--- src/rtl/imm_extend_pipe_if.sv ---
// imm_extend_pipe_if: upstream/downstream handshake and data bundle for imm_extend_pipe
interface imm_extend_pipe_if #(parameter int IN_NBITS = 16, parameter int OUT_NBITS = 32);
  logic                 i_flush;
  logic                 i_valid;
  logic                 o_ready;
  logic [IN_NBITS-1:0]  i_signal;
  logic [1:0]           i_extension_mode;
  logic                 o_valid;
  logic                 i_ready;
  logic [OUT_NBITS-1:0] o_ext_signal;
  modport master (output i_flush, i_valid, i_signal, i_extension_mode, i_ready,
                  input  o_ready, o_valid, o_ext_signal);
  modport slave  (input  i_flush, i_valid, i_signal, i_extension_mode, i_ready,
                  output o_ready, o_valid, o_ext_signal);
endinterface

--- src/rtl/imm_extend_pipe.sv ---
// imm_extend_pipe: registered immediate extender with 2-entry skid buffer and flush
module imm_extend_pipe #(
  parameter int IN_NBITS  = 16,
  parameter int OUT_NBITS = 32,
  parameter int BR_SHIFT  = 2
) (
  input logic i_clk,
  input logic i_reset,
  imm_extend_pipe_if.slave bus
);
  typedef enum logic [1:0] {EMPTY, ONE, FULL} state_t;
  state_t state, next;
  logic [OUT_NBITS-1:0] zx, sx, ext, main, skid;
  logic accept, pop, ld_main, ld_skid, from_skid;
  always_comb begin
    zx  = OUT_NBITS'(bus.i_signal);
    sx  = OUT_NBITS'($signed(bus.i_signal));
    ext = bus.i_extension_mode == 2'b00 ? zx :
          bus.i_extension_mode == 2'b01 ? sx :
          bus.i_extension_mode == 2'b10 ? zx << (OUT_NBITS - IN_NBITS) :
                                          sx << BR_SHIFT;
  end
  assign bus.o_valid      = state != EMPTY;
  assign bus.o_ready      = state != FULL;
  assign bus.o_ext_signal = main;
  assign accept = bus.i_valid && bus.o_ready;
  assign pop    = bus.o_valid && bus.i_ready;
  // flush wins over both accept and pop, so nothing loads on a flush cycle
  always_comb begin
    next      = state;
    ld_main   = 1'b0;
    ld_skid   = 1'b0;
    from_skid = 1'b0;
    if (bus.i_flush) next = EMPTY;
    else
      case (state)
        EMPTY: if (accept) begin
          next    = ONE;
          ld_main = 1'b1;
        end
        ONE: if (accept && pop) ld_main = 1'b1;
        else if (accept) begin
          next    = FULL;
          ld_skid = 1'b1;
        end
        else if (pop) next = EMPTY;
        FULL: if (pop) begin
          next      = ONE;
          from_skid = 1'b1;
        end
        default: next = EMPTY;
      endcase
  end
  always_ff @(posedge i_clk or negedge i_reset)
    if (!i_reset) begin
      state <= EMPTY;
      main  <= '0;
      skid  <= '0;
    end else begin
      state <= next;
      if (ld_main || from_skid) main <= from_skid ? skid : ext;
      if (ld_skid) skid <= ext;
    end
endmodule
--- src/flat_wrapper.sv ---
// flat-port wrapper written by rule: the top's interface ports become plain ports
module imm_extend_pipe_flat 
#(
  parameter int IN_NBITS  = 16,
  parameter int OUT_NBITS = 32,
  parameter int BR_SHIFT  = 2
)
  (i_clk, i_reset, bus_i_flush, bus_i_valid, bus_i_signal, bus_i_extension_mode, bus_i_ready, bus_o_ready, bus_o_valid, bus_o_ext_signal);
  imm_extend_pipe_if #(.IN_NBITS(IN_NBITS), .OUT_NBITS(OUT_NBITS)) bus_i ();
  input logic i_clk;
  input logic i_reset;
  input wire logic [$bits(bus_i.i_flush)-1:0] bus_i_flush;
  input wire logic [$bits(bus_i.i_valid)-1:0] bus_i_valid;
  input wire logic [$bits(bus_i.i_signal)-1:0] bus_i_signal;
  input wire logic [$bits(bus_i.i_extension_mode)-1:0] bus_i_extension_mode;
  input wire logic [$bits(bus_i.i_ready)-1:0] bus_i_ready;
  output wire logic [$bits(bus_i.o_ready)-1:0] bus_o_ready;
  output wire logic [$bits(bus_i.o_valid)-1:0] bus_o_valid;
  output wire logic [$bits(bus_i.o_ext_signal)-1:0] bus_o_ext_signal;
  assign bus_i.i_flush = bus_i_flush;
  assign bus_i.i_valid = bus_i_valid;
  assign bus_i.i_signal = bus_i_signal;
  assign bus_i.i_extension_mode = bus_i_extension_mode;
  assign bus_i.i_ready = bus_i_ready;
  assign bus_o_ready = bus_i.o_ready;
  assign bus_o_valid = bus_i.o_valid;
  assign bus_o_ext_signal = bus_i.o_ext_signal;
  imm_extend_pipe #(.IN_NBITS(IN_NBITS), .OUT_NBITS(OUT_NBITS), .BR_SHIFT(BR_SHIFT)) u_core (.i_clk(i_clk), .i_reset(i_reset), .bus(bus_i));
endmodule
--- config.mk ---
export PLATFORM = sky130hd
export DESIGN_NAME = imm_extend_pipe_flat
export DESIGN_NICKNAME = d
export VERILOG_FILES = /design/src/rtl/imm_extend_pipe_if.sv /design/src/rtl/imm_extend_pipe.sv /design/src/flat_wrapper.sv
export SDC_FILE = /design/constraint.sdc
export NUM_CORES = 1
export LEC_CHECK = 0
export CORE_ASPECT_RATIO = 1.5
export CORE_UTILIZATION = 50
export DETAILED_ROUTE_END_ITERATION = 8
export GPL_ROUTABILITY_DRIVEN = 0
export PLACE_DENSITY = 0.83
export RECOVER_POWER = 50
export SLEW_MARGIN = 0
export SYNTH_ARGS = -nofsm -noshare
export SYNTH_HDL_FRONTEND = slang
export SYNTH_SLANG_ARGS = --single-unit
--- constraint.sdc ---
create_clock -name i_clk -period 2.4 [get_ports i_clk]
set_clock_uncertainty 0.2 [all_clocks]
set_input_delay 0.48 -clock i_clk [delete_from_list [all_inputs] [get_ports i_clk]]
set_output_delay 0.48 -clock i_clk [all_outputs]
set_load 0.01 [all_outputs]
==> results.py, run 1 <==
metrics = {
    "die": {
        "coreArea_sq_um": 5740,
        "die-area_sq_um": 6230,
        "die-height_microns": 96.2,
        "die_w_microns": 64.8,
        "num_io_pins": 57,
        "rows": 34,
        "start_util_pct": 51.5,
    },
    "timing": {
        "max_freq_mhz": 451,
        "hold_viol_final": 0,
        "period_share_pct": 92.3,
        "min_period_ns": 2.22,
        "hold_slack_ns": 0.281,
        "setup_viol": 0,
        "worst_pin_slew_ns": 0.846,
        "setup_tns_ns": 0,
        "rsz0062_at_grt": "false",
        "slew_headroom_pct": 43.6,
        "slew_violations": 0,
    },
    "critical_path": {
        "critPathTopFamily": "buffers and inverters",
        "rrSetupSlack_ns": 0.65,
        "critPathCaptureType": "output port",
        "cp_slowest_cell": "clkdlybuf4s50_1",
        "arrival_ns": 1.54,
        "worstReg2RegEnd": "u_core.bus.o_ext_signal[25]$_DFFE_PN0P_",
        "worst_ep_required_time_ns": 1.72,
        "r2r_cells": 4,
        "crit_end": "bus_o_valid",
        "crit_type": "flop to output port",
        "crit_fanout": 6,
        "startpoint_type": "flop",
        "crit_path_start": "u_core.state[0]$_DFFE_PN0P_",
        "worst-path-stages": 2,
        "slowest_delay_ns": 0.47,
        "path_cells": "or2_2, clkdlybuf4s50_1",
        "path_buf_inv": 1,
        "reg2reg_from": "u_core.state[0]$_DFFE_PN0P_",
    },
    "detailed_routing": {
        "wl_per_cell_microns": 16.1,
        "viasPerCell": 5.76,
        "drtIter0Drc": 187,
        "ant_nets": 0,
        "post-route-drc-count": 0,
        "dr_total_vias": 2413,
        "first_pass_iters": 5,
        "finalWirelength_microns": 6730,
    },
    "global_routing": {
        "grt_use_total_pct": 24.0,
        "grt_overflow_total": 0,
        "grt_pass1_wl_microns": 11200,
        "antenna_found_initial": 0,
        "grt_max_degree": 65,
        "grt_pass1_vias": 2317,
    },
    "power_and_ir_drop": {
        "power_density_nw_per_um2": 794,
        "vdd_ir_drop_max_uv": 476,
        "leakagePower_uw": 0.00161,
    },
    "clock_network": {
        "cts_tree": "yes",
        "cts_buffer_depth": 2,
        "clock-sinks": 66,
        "cts.clk_slew.worst_paths_ns": 0.07,
        "cts-htree-levels": 3,
        "cts_inserted_buffers": 9,
        "clk_latency_ns": 0.33,
        "cts_setup_buffers": 0,
        "root_buffer": "clkbuf_8",
    },
    "run": {
        "maxCapViolations": 0,
    },
    "final_layout": {
        "nFillCells": 458,
        "layout.nets": 366,
        "multi_input_area_sq_um": 1190,
        "n_antenna_cell": 0,
        "fin_area_sq_um": 3790,
        "final_common_cell": "dfrtp_1",
        "mostFrequentLayoutCells": "66 x dfrtp_1, 53 x clkdlybuf4s50_1, 47 x nand2_1",
        "area_growth_pct": 28.0,
        "regArea_sq_um": 1650,
        "drive_above_1_share_pct": 11.0,
        "finish.utilization_pct": 65.9,
    },
    "synthesis": {
        "seq_area_frac_synth_pct": 55.8,
        "syn_nets": 306,
        "synth-seq-cells": 66,
        "avgSynthCellArea_sq_um": 10.5,
        "netlist-cell-type-count": 32,
        "synth_cells": 283,
        "syn_area_sq_um": 2960,
        "yosysWarnings": 0,
    },
    "place": {
        "place_area_sq_um": 3610,
        "dp_hpwl_microns": 4560,
        "port_buffers": 56,
    },
    "min_path": {
        "hp-class": "flop to flop",
    },
    "run_status": {
        "status": "finished, final reports clean",
    },
}
how the worst min path moves through the flow:
stage | from | endpoint | slack [ns] | depth (start not counted)
after floorplan | i_reset | u_core.bus.o_ext_signal[0]$_DFFE_PN0P_ | -0.02 | 0
after global placement | u_core.skid[23]$_DFFE_PN0P_ | u_core.skid[23]$_DFFE_PN0P_ | 0.26 | 2
after detailed placement | u_core.skid[28]$_DFFE_PN0P_ | u_core.skid[28]$_DFFE_PN0P_ | 0.27 | 2
after CTS | u_core.skid[28]$_DFFE_PN0P_ | u_core.skid[28]$_DFFE_PN0P_ | 0.29 | 2
after global routing | u_core.skid[6]$_DFFE_PN0P_ | u_core.skid[6]$_DFFE_PN0P_ | 0.32 | 2
final | u_core.skid[28]$_DFFE_PN0P_ | u_core.skid[28]$_DFFE_PN0P_ | 0.28 | 2
logic make-up after synthesis:
family	share of synthesized area (%)
and+or+nand+nor	16.7
AOI/OAI and AO/OA	22.3
DFF	55.8
buffers and inverters	4.23
muxes	0.719
xor gates and xnor gates	0.296
flip-flops by register name, indices dropped and copies added, names as in the netlist:
signal                   cells
u_core.bus.o_ext_signal     32
u_core.skid                 32
u_core.state                 2
cell type report:
type                    instances  area share, %
clock buffers                  12           3.83
clock inverters                 3           1.06
multi-input cells             197           31.3
flip-flops and latches         66           43.6
well taps                      72           2.38
repair buffers                 69           17.8
worst register-to-register path: stages (launching register included):
cell,delay (ns)
dfrtp_1,0.43
nand3b_1,0.19
or2_1,0.36
buf_4,0.23
o221a_1,0.24
layer usage:
metal	up-vias	global-route usage (%)	share of wire (%)
li1	1125	-	-
met1	1178	32.4	43
met2	100	37.0	50
met3	10	4.62	5.5
met4	0	11.5	1.6
met5	-	0	0
Yosys cell counts (all sizes together):
master | instances | share of area [%]
mux2i | 1 | 0.34
or3 | 1 | 0.21
nand2 | 48 | 6.6
nor2 | 22 | 3.1
nor2b | 15 | 3.2
o21ai | 33 | 5.6
a21oi | 28 | 4.7
dfrtp | 66 | 56
o21a | 1 | 0.25
a21boi | 1 | 0.25
buf | 8 | 2.7
xnor2 | 1 | 0.30
nor3 | 1 | 0.55
or2 | 2 | 0.42
nand3b | 1 | 0.25
mux2 | 1 | 0.38
and2 | 2 | 0.42
nand3 | 1 | 0.17
o221a | 14 | 5.3
clkbuf | 12 | 1.5
a221o | 18 | 6.1
nand2b | 4 | 1.1
and2b | 2 | 0.59
metrics by stage:
step / worst slack (ns) / total power [uW] / instances
2_1_floorplan: 0.605 / 1780 / 283
3_5_place_dp: 0.0926 / 2130 / 403
6_report: 0.184 / 3010 / 419
3_3_place_gp: 0.117 / 2100 / 403
4_1_cts: 0.176 / 3020 / 419
5_1_grt: 0.112 / 3170 / 419
repair_timing:
item                      in CTS  in global routing
resized for setup              0                  0
hold endpoints to repair      30                  0
hold buffers                   1                  0
report_power, final:
part	switching [uW]	internal, uW	total, uW
Combinational	284	360	644
Clock	397	500	898
Sequential	133	1330	1470
Total	815	2190	3010
Note: power is estimated with default switching activity, not from simulation.
==> inputs of run 2 (changes only) <==
--- a/config.mk
+++ b/config.mk
@@ -5,6 +5,7 @@
 export SDC_FILE = /design/constraint.sdc
 export NUM_CORES = 1
 export LEC_CHECK = 0
+export ABC_CLOCK_PERIOD_IN_PS = 2400
 export CORE_ASPECT_RATIO = 1.5
 export CORE_UTILIZATION = 50
 export DETAILED_ROUTE_END_ITERATION = 8
==> results of run 2 <==
Final layout, timing and power as in run 1 (identical DEF).
==> inputs of run 3 (changes only) <==
--- a/config.mk
+++ b/config.mk
@@ -6,7 +6,7 @@
 export NUM_CORES = 1
 export LEC_CHECK = 0
 export ABC_CLOCK_PERIOD_IN_PS = 2400
-export CORE_ASPECT_RATIO = 1.5
+export CORE_ASPECT_RATIO = 1.4
 export CORE_UTILIZATION = 50
 export DETAILED_ROUTE_END_ITERATION = 8
 export GPL_ROUTABILITY_DRIVEN = 0
==> run 3 against run 2 <==
Compared with the run above: clock power up 17%; cell area increased by 0.73%; register-to-register slack got worse by 0.02 ns; power is 4.9% higher; largest cell class unchanged; critical path type unchanged; count of clock-buffer cells in the layout decreased by 2; maximum frequency decreased by 0.63%; first-iteration DRC count down 4.3%; via count is 1.6% lower; sequential power is essentially flat; sequential share of layout area fell by 0.31 points; hold slack improved by 0.0059 ns.
==> results.py, run 3 (synthesis results as in run 1) <==
metrics = {
    "die": {
        "die-area_sq_um": 6230,
        "coreArea_sq_um": 5610,
        "die_w_microns": 67.0,
        "start_util_pct": 52.8,
        "num_io_pins": 57,
        "die-height_microns": 93.0,
        "rows": 32,
    },
    "critical_path": {
        "startpoint_type": "flop",
        "critPathCaptureType": "output port",
        "crit_fanout": 6,
        "rrSetupSlack_ns": 0.63,
        "arrival_ns": 1.55,
        "reg2reg_from": "u_core.state[0]$_DFFE_PN0P_",
        "r2r_cells": 4,
        "worstReg2RegEnd": "u_core.bus.o_ext_signal[30]$_DFFE_PN0P_",
        "crit_type": "flop to output port",
        "worst_ep_required_time_ns": 1.72,
    },
    "place": {
        "dp.cells": 397,
        "port_buffers": 56,
        "dp_hpwl_microns": 4520,
        "place_area_sq_um": 3600,
    },
    "final_layout": {
        "final_common_cell": "dfrtp_1",
        "mostFrequentLayoutCells": "66 x dfrtp_1, 53 x clkdlybuf4s50_1, 47 x nand2_1",
        "fin_area_sq_um": 3810,
        "drive_above_1_share_pct": 11.6,
        "layoutNonFillerInstCount": 414,
        "area_growth_pct": 29.0,
        "n_antenna_cell": 0,
        "nFillCells": 439,
        "layout.nets": 364,
        "multi_input_area_sq_um": 1190,
        "regArea_sq_um": 1650,
    },
    "detailed_routing": {
        "first_pass_iters": 4,
        "wl_per_cell_microns": 16.1,
        "viasPerCell": 5.73,
        "finalWirelength_microns": 6670,
        "ant_nets": 0,
        "dr.max_layer_used": "met4",
        "dr_total_vias": 2374,
        "met3_length_microns": 376,
        "post-route-drc-count": 0,
        "met2WireLength_microns": 3300,
        "met1_length_microns": 2880,
        "drtIter0Drc": 179,
    },
    "min_path": {
        "hp-class": "flop to flop",
        "hp-start": "u_core.skid[13]$_DFFE_PN0P_",
        "min_to": "u_core.skid[13]$_DFFE_PN0P_",
        "hold_depth": 2,
    },
    "timing": {
        "slew_headroom_pct": 42.7,
        "worst_pin_slew_ns": 0.859,
        "rsz0062_at_grt": "false",
        "hold_viol_final": 0,
        "period_share_pct": 92.9,
        "max_freq_mhz": 448,
        "slew_violations": 0,
        "setup_viol": 0,
        "setup_tns_ns": 0,
        "min_period_ns": 2.23,
    },
    "global_routing": {
        "grt_pass1_wl_microns": 11100,
        "grt_pass1_vias": 2310,
        "antenna_found_initial": 0,
        "grt_use_total_pct": 24.2,
        "grt_overflow_total": 0,
        "grt_max_degree": 67,
    },
    "clock_network": {
        "cts_buffer_depth": 2,
        "cts-htree-levels": 3,
        "cts-resized-gates": 0,
        "clk_latency_ns": 0.33,
        "holdBufCountCts": 1,
        "root_buffer": "clkbuf_8",
        "cts_setup_buffers": 0,
        "cts_inserted_buffers": 9,
        "cts_tree": "yes",
        "clock-sinks": 66,
        "cts.clk_slew.worst_paths_ns": 0.08,
    },
    "power_and_ir_drop": {
        "vdd_ir_drop_max_uv": 595,
        "leakagePower_uw": 0.00162,
        "power_density_nw_per_um2": 827,
    },
    "run_status": {
        "status": "finished, final reports clean",
    },
    "run": {
        "maxCapViolations": 0,
    },
}
## run 3: cell count changes in the layout (fill, tap and decap cells not counted), sizes merged
cell,change
clkbuf,-4
bufinv,+1
clkinvlp,+2
clkinv,-1
inv,+1
## run 3: critical path: stages (launching register included)
cell and delay (ns):
dfrtp_1 0.43, or2_2 0.31, clkdlybuf4s50_1 0.47
## run 3: how the worst max path moves through the flow
stage,slack (ns),cells after the start,end,from
floorplan,0.60,6,u_core.bus.o_ext_signal[10]$_DFFE_PN0P_,bus_i_extension_mode[1]
global placement,0.12,6,u_core.bus.o_ext_signal[19]$_DFFE_PN0P_,bus_i_ready
detailed placement,0.07,6,u_core.bus.o_ext_signal[30]$_DFFE_PN0P_,bus_i_ready
CTS,0.15,2,bus_o_valid,u_core.state[0]$_DFFE_PN0P_
global route,0.12,2,bus_o_valid,u_core.state[0]$_DFFE_PN0P_
finish,0.17,2,bus_o_valid,u_core.state[0]$_DFFE_PN0P_
## run 3: final cells by class
cell class / count / area share (%)
Clock inverter: 6 / 2.33
Multi-Input combinational cell: 197 / 31.1
Tap cell: 68 / 2.23
Timing Repair Buffer: 67 / 17.4
Sequential cell: 66 / 43.3
Clock buffer: 10 / 3.61
## run 3: layer usage
| metal | vias up | global-route usage [%] |
|---|---|---|
| met4 | 0 | 8.51 |
| met1 | 1151 | 32.7 |
| met2 | 85 | 37.4 |
| met3 | 12 | 5.98 |
| met5 | - | 0 |
| li1 | 1126 | - |
## run 3: power by group
group          switching [uW]  internal (uW)  total, uW
registers                 133           1330       1470
logic                     282            359        642
clock network             433            615       1050
## run 3: through the flow
step	utilization, %	setup WS [ns]	hold WS, ns	total power (uW)
detailed placement	64.3	0.0732	0.271	2130
global placement	64.3	0.121	0.261	2100
finish	68.1	0.170	0.287	3160
floorplan	-	0.605	-0.0156	1780
CTS	68.5	0.154	0.289	3180
global route	68.1	0.116	0.307	3310
